===== src/rtl/mcu_reset_sequencer_pkg.sv =====
// Shared board-level definitions: controller state encoding and counter sizing.
// Other board-level controllers may reuse the state encoding.
package mcu_reset_sequencer_pkg;

   localparam logic [1:0] STATE_HOLD = 2'd0;
   localparam logic [1:0] STATE_RUN  = 2'd1;
   localparam logic [1:0] STATE_HALT = 2'd2;

   typedef enum logic [1:0] {
      StHold = STATE_HOLD,
      StRun  = STATE_RUN,
      StHalt = STATE_HALT
   } seq_state_e;

   // One spare bit over $clog2 so a terminal count never wraps.
   function automatic int unsigned cnt_width(input int unsigned n);
      return $clog2(n) + 1;
   endfunction

endpackage


===== src/rtl/mcu_reset_sequencer_button_debouncer.sv =====
// Raw push-button conditioning: multi-flop synchronizer followed by a
// stability counter that only moves the registered level after a steady run.
module button_debouncer
   import mcu_reset_sequencer_pkg::*;
#(
   parameter int unsigned SYNC_STAGES     = 2,
   parameter int unsigned DEBOUNCE_CYCLES = 500000
) (
   input  logic clock,
   input  logic reset,
   input  logic button,
   output logic db
);

   localparam int unsigned CntW = cnt_width(DEBOUNCE_CYCLES);
   localparam logic [CntW-1:0] CntLast = CntW'(DEBOUNCE_CYCLES - 1);

   logic [SYNC_STAGES-1:0] sync_q, sync_d;
   logic [CntW-1:0]        cnt_q, cnt_d;
   logic                   db_q, db_d;
   logic                   synced;

   assign synced = sync_q[SYNC_STAGES-1];

   always_comb begin
      sync_d = {sync_q[SYNC_STAGES-2:0], button};
      cnt_d  = '0;
      db_d   = db_q;
      if (synced != db_q) begin
         if (cnt_q == CntLast) begin
            db_d = synced;
         end else begin
            cnt_d = cnt_q + CntW'(1);
         end
      end
   end

   always_ff @(posedge clock or negedge reset) begin
      if (!reset) begin
         sync_q <= '0;
         cnt_q  <= '0;
         db_q   <= 1'b0;
      end else begin
         sync_q <= sync_d;
         cnt_q  <= cnt_d;
         db_q   <= db_d;
      end
   end

   assign db = db_q;

endmodule


===== src/rtl/mcu_reset_sequencer.sv =====
// Board-level reset/halt sequencer for the MCU: debounced buttons, halt toggle
// and a minimum reset hold after every release.
module mcu_reset_sequencer
   import mcu_reset_sequencer_pkg::*;
#(
   parameter int unsigned SYNC_STAGES       = 2,
   parameter int unsigned DEBOUNCE_CYCLES   = 500000,
   parameter int unsigned RESET_HOLD_CYCLES = 16
) (
   input  logic clock,
   input  logic reset,
   input  logic button_reset,
   input  logic button_halt,
   output logic mcu_reset,
   output logic mcu_halt,
   output logic running
);

   localparam int unsigned HoldW = cnt_width(RESET_HOLD_CYCLES);
   localparam logic [HoldW-1:0] HoldLast = HoldW'(RESET_HOLD_CYCLES - 1);

   logic db_reset, db_halt;
   logic db_halt_q, db_halt_d;
   logic halt_press;

   seq_state_e       state_q, state_d;
   logic [HoldW-1:0] hold_cnt_q, hold_cnt_d;
   logic             mcu_reset_q, mcu_reset_d;
   logic             mcu_halt_q, mcu_halt_d;
   logic             running_q, running_d;

   button_debouncer #(
      .SYNC_STAGES     (SYNC_STAGES),
      .DEBOUNCE_CYCLES (DEBOUNCE_CYCLES)
   ) u_db_reset (
      .clock  (clock),
      .reset  (reset),
      .button (button_reset),
      .db     (db_reset)
   );

   button_debouncer #(
      .SYNC_STAGES     (SYNC_STAGES),
      .DEBOUNCE_CYCLES (DEBOUNCE_CYCLES)
   ) u_db_halt (
      .clock  (clock),
      .reset  (reset),
      .button (button_halt),
      .db     (db_halt)
   );

   assign db_halt_d  = db_halt;
   assign halt_press = db_halt & ~db_halt_q;

   always_comb begin
      state_d    = state_q;
      hold_cnt_d = hold_cnt_q;
      unique case (state_q)
         StHold: begin
            if (db_reset) begin
               hold_cnt_d = '0;
            end else if (hold_cnt_q == HoldLast) begin
               state_d    = StRun;
               hold_cnt_d = '0;
            end else begin
               hold_cnt_d = hold_cnt_q + HoldW'(1);
            end
         end
         StRun: begin
            if (db_reset) begin
               state_d    = StHold;
               hold_cnt_d = '0;
            end else if (halt_press) begin
               state_d = StHalt;
            end
         end
         StHalt: begin
            if (db_reset) begin
               state_d    = StHold;
               hold_cnt_d = '0;
            end else if (halt_press) begin
               state_d = StRun;
            end
         end
         default: begin
            state_d    = StHold;
            hold_cnt_d = '0;
         end
      endcase

      // Decode from next state so outputs move on the same edge as the state.
      mcu_reset_d = (state_d == StHold);
      mcu_halt_d  = (state_d == StHalt);
      running_d   = (state_d == StRun);
   end

   always_ff @(posedge clock or negedge reset) begin
      if (!reset) begin
         state_q     <= StHold;
         hold_cnt_q  <= '0;
         db_halt_q   <= 1'b0;
         mcu_reset_q <= 1'b1;
         mcu_halt_q  <= 1'b0;
         running_q   <= 1'b0;
      end else begin
         state_q     <= state_d;
         hold_cnt_q  <= hold_cnt_d;
         db_halt_q   <= db_halt_d;
         mcu_reset_q <= mcu_reset_d;
         mcu_halt_q  <= mcu_halt_d;
         running_q   <= running_d;
      end
   end

   assign mcu_reset = mcu_reset_q;
   assign mcu_halt  = mcu_halt_q;
   assign running   = running_q;

endmodule


===== config.mk =====
export PLATFORM = sky130hd
export DESIGN_NAME = mcu_reset_sequencer
export DESIGN_NICKNAME = d
export VERILOG_FILES = /design/src/rtl/mcu_reset_sequencer_pkg.sv /design/src/rtl/mcu_reset_sequencer_button_debouncer.sv /design/src/rtl/mcu_reset_sequencer.sv
export SDC_FILE = /design/constraint.sdc
export NUM_CORES = 1
export LEC_CHECK = 0
export CORE_MARGIN = 5
export CORE_UTILIZATION = 40
export CTS_CLUSTER_SIZE = 40
export DETAILED_ROUTE_END_ITERATION = 7
export PLACE_DENSITY = 0.58
export SLEW_MARGIN = 5
export SYNTH_ARGS = -nofsm -noshare
export SYNTH_HDL_FRONTEND = slang
export SYNTH_HIERARCHICAL = 1
export SYNTH_SLANG_ARGS = --single-unit

===== constraint.sdc =====
create_clock -name clock -period 1.7 [get_ports clock]
set_input_delay 0.255 -clock clock [delete_from_list [all_inputs] [get_ports clock]]
set_output_delay 0.255 -clock clock [all_outputs]
set_load 0.01 [all_outputs]

Word-level counts from Yosys, hierarchy flattened

Index checks and enable logic that the tools add are counted.
W data, S select, Z words.

Word-level logic and storage cells: 47
Bits in registers: 57
Input bits: 4

Reduce and logical (&&, ||, !) cells: 5
Multiplexer cells: 15
Add/subtract/negate cells: 3
Bitwise gates (word level): 2
Equality and inequality tests: 10

Operators by type and width:

| operator                | count |
|---|---|
| $mux W20                | 4 |
| $add A20 B1 Y20 const B | 2 |
| $eq A20 B19 Y1 const B  | 2 |
| $mux W5                 | 3 |
| $mux W2                 | 6 |
| $pmux W5 S2             | 1 |
| $pmux W2 S3             | 1 |
| $add A5 B1 Y5 const B   | 1 |
| $eq A5 B4 Y1 const B    | 1 |
| $eq A2 B1 Y1 const B    | 2 |
| $eq A2 B2 Y1 const B    | 2 |
| $logic_not A2 Y1        | 2 |
| $reduce_and A2 Y1       | 2 |
| $ne A1 B1 Y1            | 2 |
| $ne A2 B1 Y1 const B    | 1 |
| $reduce_or A2 Y1        | 1 |
| $and A1 B1 Y1           | 1 |
| $not A1 Y1              | 1 |

Longest topological paths before layout

Gate-level depths: netlist (run 1).

Depth in word-level cells: 6
Mapped depth: 6
Gate-level depth less buffers: 6

Hierarchy

The synthesis (run 1) kept the hierarchy.

Modules (own cells, without submodules):

| module                         | cells each | area an instance (um^2) | seq. area each (um^2) | instances |
|---|---|---|---|---|
| button_debouncer at u_db_halt  | 111        | 1148.6                  | 575.6                 | 1 |
| button_debouncer at u_db_reset | 109        | 1141.1                  | 575.6                 | 1 |
| mcu_reset_sequencer            | 55         | 611.8                   | 276.5                 | 1 |

Worst setup path before layout (run 1)

No wires, ideal clock.

Path type: reg-to-reg
Start: register u_db_halt.cnt_q[0]
End: register u_db_halt.cnt_q[18]
Cell stages (with the launch flop): 6
Path buffers: 0
Arrival time: 1.646 ns
Period minus slack after synthesis: 1.719 ns
Path slack: -0.019 ns
Cells stage by stage: dfrtp_1 ha_1 nand4_2 or2_4 or4_4 a21oi_2

Cells in the longest elaborated chain, start to end: 3
Elaborated cells on any way between the ends: 4

RTL lines:

| item                                                     | RTL line                                                                               | source |
|---|---|---|
| start: declaration                                       | mcu_reset_sequencer_button_debouncer.sv:19                                             | `logic [CntW-1:0] cnt_q, cnt_d;` |
| start signal: assignment                                 | mcu_reset_sequencer_button_debouncer.sv:45                                             | `cnt_q <= cnt_d;` |
| $add A20 B1 Y20 / $eq A20 B19 Y1 (equally long branches) | mcu_reset_sequencer_button_debouncer.sv:33, mcu_reset_sequencer_button_debouncer.sv:30 |  |
| $mux W20 *                                               | mcu_reset_sequencer_button_debouncer.sv:30                                             | `if (cnt_q == CntLast) begin` |
| $mux W20 *                                               | mcu_reset_sequencer_button_debouncer.sv:29                                             | `if (synced != db_q) begin` |
| net u_db_halt.cnt_d[18]                                  | mcu_reset_sequencer_button_debouncer.sv:19                                             |  |

Mark *: on every way through the listed nets, which the timed path passes. The rest lies on a longest branch.
A chain may end at the register's enable or synchronous reset.

Worst setup path in the final report (run 1)

Start: register u_db_halt.cnt_q[10]
End: register u_db_halt.db_q, in the netlist u_db_halt/db

Cells in the longest elaborated chain, start to end: 2

RTL lines:

| item                        | RTL line                                   | source |
|---|---|---|
| $eq A20 B19 Y1              | mcu_reset_sequencer_button_debouncer.sv:30 |  |
| $reduce_and A2 Y1 (no line) | n/a                                        |  |
| end signal: assignment      | mcu_reset_sequencer_button_debouncer.sv:42 | `db_q <= 1'b0;` |
| end signal: assignment      | mcu_reset_sequencer_button_debouncer.sv:46 | `db_q <= db_d;` |
| end: declaration            | mcu_reset_sequencer_button_debouncer.sv:20 | `logic db_q, db_d;` |

Every way passes these cells.

==> results of run 1 <==
[cell usage after synthesis, drive strengths merged (2+ instances only)]
library cell / number
dfrtp: 56
nor2: 46
xnor2: 23
nand3: 16
nand4: 13
a21oi: 11
nand2: 11
nor3: 10
nor4: 10
inv: 9
xor2: 8
ha: 7
o31ai: 5
buf: 4
or4: 4
and4: 3
mux2: 3
mux2i: 3
nand2b: 3
nor4b: 3
o21ai: 3
or2: 3
a22oi: 2
and2: 2
nor3b: 2
o21bai: 2
[flip-flops by register name, indices dropped and copies added (netlist names)]
name               count
db_halt_q              1
state_q                2
u_db_halt/cnt_q       20
u_db_reset/sync_q      2
u_db_reset/db          1
mcu_halt               1
running                1
u_db_reset/cnt_q      20
u_db_halt/db           1
hold_cnt_q             5
u_db_halt/sync_q       2
mcu_reset              1
[timing repair]
item | 4_1_cts | 5_1_grt
setup buffers | 2 | 4
setup endpoints to repair | 1 | 9
hold endpoints to repair | 56 | 0
pin swaps | 0 | 5
hold buffers | 1 | 0
gates resized for setup | 0 | 15
cloned | 0 | 0
[critical path, stage by stage, from the launching register on]
cell,delay (ps)
dfrtp_1,430
nor4_1,340
nand4_1,190
nor2_1,210
mux2_1,330
[per-layer routing]
layer  track usage  vias up  share of wire
met5             0        -              0
met1        0.1804     1031           0.51
met2        0.1977       22           0.43
met3       0.03552       11          0.030
li1              -     1060              -
met4       0.07332        0          0.021
[stage by stage]
stage	setup TNS, ps	utilization	area (sq um)	worst slack, ps
4_1_cts	0	0.4914	3526	9.020
5_1_grt	-70.46	0.5024	3605	-45.26
2_1_floorplan	0	-	2914	30.29
3_3_place_gp	0	0.4541	3258	45.45
3_5_place_dp	0	0.4541	3258	1.949
6_report	0	0.5024	3605	73.18
[worst paths after layout]
| check | startpoint | to | slack (ps) | depth (start not counted) |
|---|---|---|---|---|
| max in group asynchronous | reset | mcu_reset | 940 | 3 |
| min | u_db_halt/sync_q[0] | u_db_halt/sync_q[1] | 360 | 0 |
| min reg2reg | u_db_halt/sync_q[0] | u_db_halt/sync_q[1] | 360 | 0 |
| min in group asynchronous | reset | u_db_reset/cnt_q[12] | 460 | 3 |
| max | u_db_halt/cnt_q[10] | u_db_halt/db | 70 | 4 |
| max reg2reg | u_db_halt/cnt_q[10] | u_db_halt/db | 70 | 4 |
[kinds of logic (layout without fill, tap and decap cells)]
family                   Yosys count  after routing  synth area share
buffers and inverters             14             60           0.02027
adder cells (fa/ha/maj)            7              7           0.03018
multiplexers                       6              6           0.02199
flip-flops                        57             57            0.4920
AND/OR/NAND/NOR                  132            132            0.2700
XOR/XNOR                          31             31           0.09357
AO/OA/AOI/OAI                     28             28           0.07201
[cell type report]
cell class              count  area (sq um)
clock buffers              10         137.6
repair buffers             35         304.0
inverters                   9         33.78
multi-input cells         204          1463
well taps                  99         123.9
clock inverters             6         105.1
flip-flops and latches     57          1438
fillers                   652          3571
[power breakdown]
part / total [mW] / switching, mW / internal [mW]
clock network: 1.55 / 0.541 / 1.01
logic: 0.115 / 0.0634 / 0.0520
registers: 1.39 / 0.0172 / 1.37
total: 3.05 / 0.622 / 2.43
==> flow_metrics.tcl, run 1 <==
set metrics [dict create \
    crit_required_ps 1910 \
    outcome "finished clean" \
    ys_warn_count 6 \
    drive_gt1_frac 0.2586 \
    fmax_mhz 614.7 \
    clk_latency_ps 330 \
    gp_congestion 0.7771 \
    place_inst 397 \
    io_pins 7 \
    ys_ff_latch 57 \
    die-width_um 95.17 \
    drt_iter0_drc 116 \
    total_power_mw 3.053 \
    grt_start_max_net_pins 58 \
    area_growth_pct 24.23 \
    io_buffers 6 \
    period_share 0.9570 \
    core_area_sq_um 7176 \
    hold_path_class "flip-flop to flip-flop" \
    cts_sinks 57 \
    synthFlopType "dfrtp_1" \
    async_flop_share 1.000 \
    vias 2124 \
    gr-total-overflow 0 \
    path_clk_slew_ps 70 \
    worst_ep_arrival_time_ps 1840 \
    fin_cells 420 \
    synthCells 275 \
    clock_skew_ps 10.59 \
    routed_wl_um 5320 \
    cp-end-kind "flip-flop" \
    synth_top_cell_by_area "dfrtp_1" \
    crit_fanout 4 \
    wl_per_cell_um 12.67 \
    syn-cell-area_sq_um 2902 \
    synth_top_area_frac 0.4830 \
    final_cell_mix "dfrtp_1, nor2_1, buf_4" \
    final_max_slew_viol_count 0 \
    setup_viol 0 \
    peakVddDrop_v 0.0004736 \
    cellPowerDensity_nw_per_um2 846.9 \
    hold-worst-slack_ps 360.5 \
    postRouteAntennaNets 0 \
    synthTopCellsByArea "dfrtp_1, xnor2_1, nor2_1, ha_1, nand3_1" \
    fp.dieH_um 95.17 \
    synth-edff-count 0 \
    timing.slew.headroom 0.7356 \
    grt_usage 0.1347 \
    p_leak_nw 1.524 \
    num_rows 31 \
    post_synth_num_cell_types 56 \
    maxCapViolations 0 \
    tightestPinTransition_ps 396.6 \
    antenna_cells 0 \
    clk_path_buf_depth 2 \
    cts_htree_levels 3 \
    die_area_sq_um 9057 \
    nNetsFinal 327 \
    critPathLaunchType "flip-flop" \
    rsz0062_at_grt "true" \
    finalHoldViolations 0 \
    final_common_cell "dfrtp_1" \
    cts_buffers 9 \
    grt_pass1_wl_um 9453 \
    post-dp-hpwl_um 3738 \
    dr.pass1.iters 4 \
    synth_area_per_cell_sq_um 10.55 \
    vias_per_cell 5.057 \
    start_util 0.4044 \
    cts_tree "done" \
    ys_seq_area_frac 0.4920 \
    antenna_found_initial 0 \
    synth_nets 286 \
    path_class "flip-flop to flip-flop" \
    cts_root_buf "clkbuf_8" \
    period_needed_ps 1627 \
    first_global_vias 2068 \
    drc 0 \
]
(Power assumes the default switching activity.)
==> inputs of run 2 (changes only) <==
--- a/config.mk
+++ b/config.mk
@@ -9,7 +9,8 @@
 export CORE_UTILIZATION = 40
 export CTS_CLUSTER_SIZE = 40
 export DETAILED_ROUTE_END_ITERATION = 7
-export PLACE_DENSITY = 0.58
+export PLACE_DENSITY = 0.56
+export SKIP_LAST_GASP = 1
 export SLEW_MARGIN = 5
 export SYNTH_ARGS = -nofsm -noshare
 export SYNTH_HDL_FRONTEND = slang
==> constraint.sdc (replaced) <==
create_clock -name clock -period 1.98 [get_ports clock]
set_input_delay 0.297 -clock clock [delete_from_list [all_inputs] [get_ports clock]]
set_output_delay 0.297 -clock clock [all_outputs]
set_load 0.01 [all_outputs]
==> flow_metrics.tcl, run 2 (synthesis results as in run 1) <==
set metrics [dict create \
    final_max_slew_viol_count 0 \
    area_growth_pct 13.45 \
    timing.slew.headroom 0.7493 \
    cts_buffers 9 \
    top_regs "u_db_halt/cnt_q (20), u_db_reset/cnt_q (20), hold_cnt_q (5)" \
    maxCapViolations 0 \
    antenna_found_initial 0 \
    rsz0062_at_grt "false" \
    critPathLaunchType "flip-flop" \
    wl_per_cell_um 12.83 \
    finalHoldViolations 0 \
    p_leak_nw 1.361 \
    setup_tns_ps 0 \
    io_buffers 6 \
    start_util 0.4044 \
    io_pins 7 \
    period_share 0.9383 \
    crit_required_ps 2240 \
    drc 0 \
    cts_htree_levels 3 \
    routed_wl_um 5119 \
    post-route-util 0.4588 \
    cts_setup_buffers 0 \
    outcome "finished clean" \
    worst_ep_arrival_time_ps 2120 \
    vias_per_cell 4.965 \
    clk_path_buf_depth 2 \
    grt_pass1_wl_um 9135 \
    cts_root_buf "clkbuf_8" \
    place_area_sq_um 3120 \
    cellPowerDensity_nw_per_um2 664.6 \
    hold-worst-slack_ps 349.0 \
    nNetsFinal 306 \
    fin_area_sq_um 3292 \
    die_area_sq_um 9057 \
    num_rows 31 \
    crit_path_cell_trace "ha_1 > nand4_2 > or2_4 > or4_4 > a21oi_2" \
    drt_iter0_drc 65 \
    gp_congestion 0.7842 \
    final_cell_mix "dfrtp_1, nor2_1, xnor2_1" \
    antenna_cells 0 \
    setup_viol 0 \
    core_area_sq_um 7176 \
    period_needed_ps 1858 \
    timing.final.ws_setup_ps 122.1 \
    first_global_vias 1991 \
    reg2reg_slack_ps 120 \
    post-dp-hpwl_um 3471 \
    cp-end-kind "flip-flop" \
    path_clk_slew_ps 60 \
    fp.dieH_um 95.17 \
    dr.pass1.iters 4 \
    grt_usage 0.1318 \
    place_ws_ps 126.1 \
    peakVddDrop_v 0.0003628 \
    clock_skew_ps 10.15 \
    gr-total-overflow 0 \
    die-width_um 95.17 \
    grt_start_max_net_pins 58 \
    cts_sinks 57 \
    hold_path_class "flip-flop to flip-flop" \
    vias 1981 \
    max_stage_delay_ps 490 \
    tightestPinTransition_ps 373.4 \
    critical_path.slowest_cell "or4_4" \
    postRouteAntennaNets 0 \
    fmax_mhz 538.2 \
    crit_fanout 5 \
    clk_latency_ps 330 \
    final_common_cell "dfrtp_1" \
    path_class "flip-flop to flip-flop" \
    drive_gt1_frac 0.1467 \
    cts_resized 0 \
    cts_tree "done" \
]
==> run 2: cell types whose count changed in the layout (fill, tap and decap cells not counted), moves of 2 or more <==
cell	change
buf_4	-19
bufinv_16	-3
clkbuf_1	+5
clkinv_2	-2
dfrtp_1	+8
dfrtp_2	-8
ha_1	+2
==> run 2: final timing paths <==
check                                startpoint              endpoint  cells after the start
max in group asynchronous                 reset             mcu_reset                      3
min                        u_db_reset/sync_q[0]  u_db_reset/sync_q[1]                      0
max reg2reg                  u_db_halt/cnt_q[0]   u_db_halt/cnt_q[18]                      5
min in group asynchronous                 reset   u_db_reset/cnt_q[8]                      3
max                          u_db_halt/cnt_q[0]   u_db_halt/cnt_q[18]                      5
min reg2reg                u_db_reset/sync_q[0]  u_db_reset/sync_q[1]                      0
==> run 2: critical path: cells and delay by family, from the launching register on <==
kind,cells,cell delay (ps)
DFF,1,410
and+or+nand+nor,3,990
AOI/OAI and AO/OA,1,150
adders and majority gates,1,260
==> run 2: final cells by class <==
type	instances	area, sq um
fillers	683	3884
flip-flops and latches	57	1428
multi-input cells	204	1415
clock buffers	15	156.4
repair buffers	14	130.1
well taps	99	123.9
inverters	9	33.78
clock inverters	1	5.005
==> run 2: stage by stage <==
stage	total power, mW	cells
after floorplan	1.244	275
after global placement	1.290	382
after detailed placement	1.291	382
after CTS	2.231	399
after global routing	2.297	399
final	2.188	399
==> run 2: power breakdown <==
part | internal [mW] | switching (mW)
logic | 0.0272 | 0.0467
clock network | 0.489 | 0.431
registers | 1.18 | 0.0146
==> run 2: timing repair <==
action | CTS | global route
hold buffers | 1 | 0
setup endpoints to repair | 0 | 0
endpoints found under the hold margin | 56 | 0
==> run 2: per-layer routing <==
| metal | global-route usage | wire length [um] | up-vias |
|---|---|---|---|
| li1 | - | - | 1020 |
| met1 | 0.1830 | 2717 | 941 |
| met2 | 0.1883 | 2196 | 14 |
| met4 | 0.07332 | 97 | 0 |
| met3 | 0.03078 | 109 | 6 |
| met5 | 0 | 0 | - |
==> inputs of run 3 (changes only) <==
--- a/config.mk
+++ b/config.mk
@@ -7,7 +7,6 @@
 export LEC_CHECK = 0
 export CORE_MARGIN = 5
 export CORE_UTILIZATION = 40
-export CTS_CLUSTER_SIZE = 40
 export DETAILED_ROUTE_END_ITERATION = 7
 export PLACE_DENSITY = 0.56
 export SKIP_LAST_GASP = 1
==> results of run 3 <==
Final layout, timing and power as in run 2 (identical DEF).
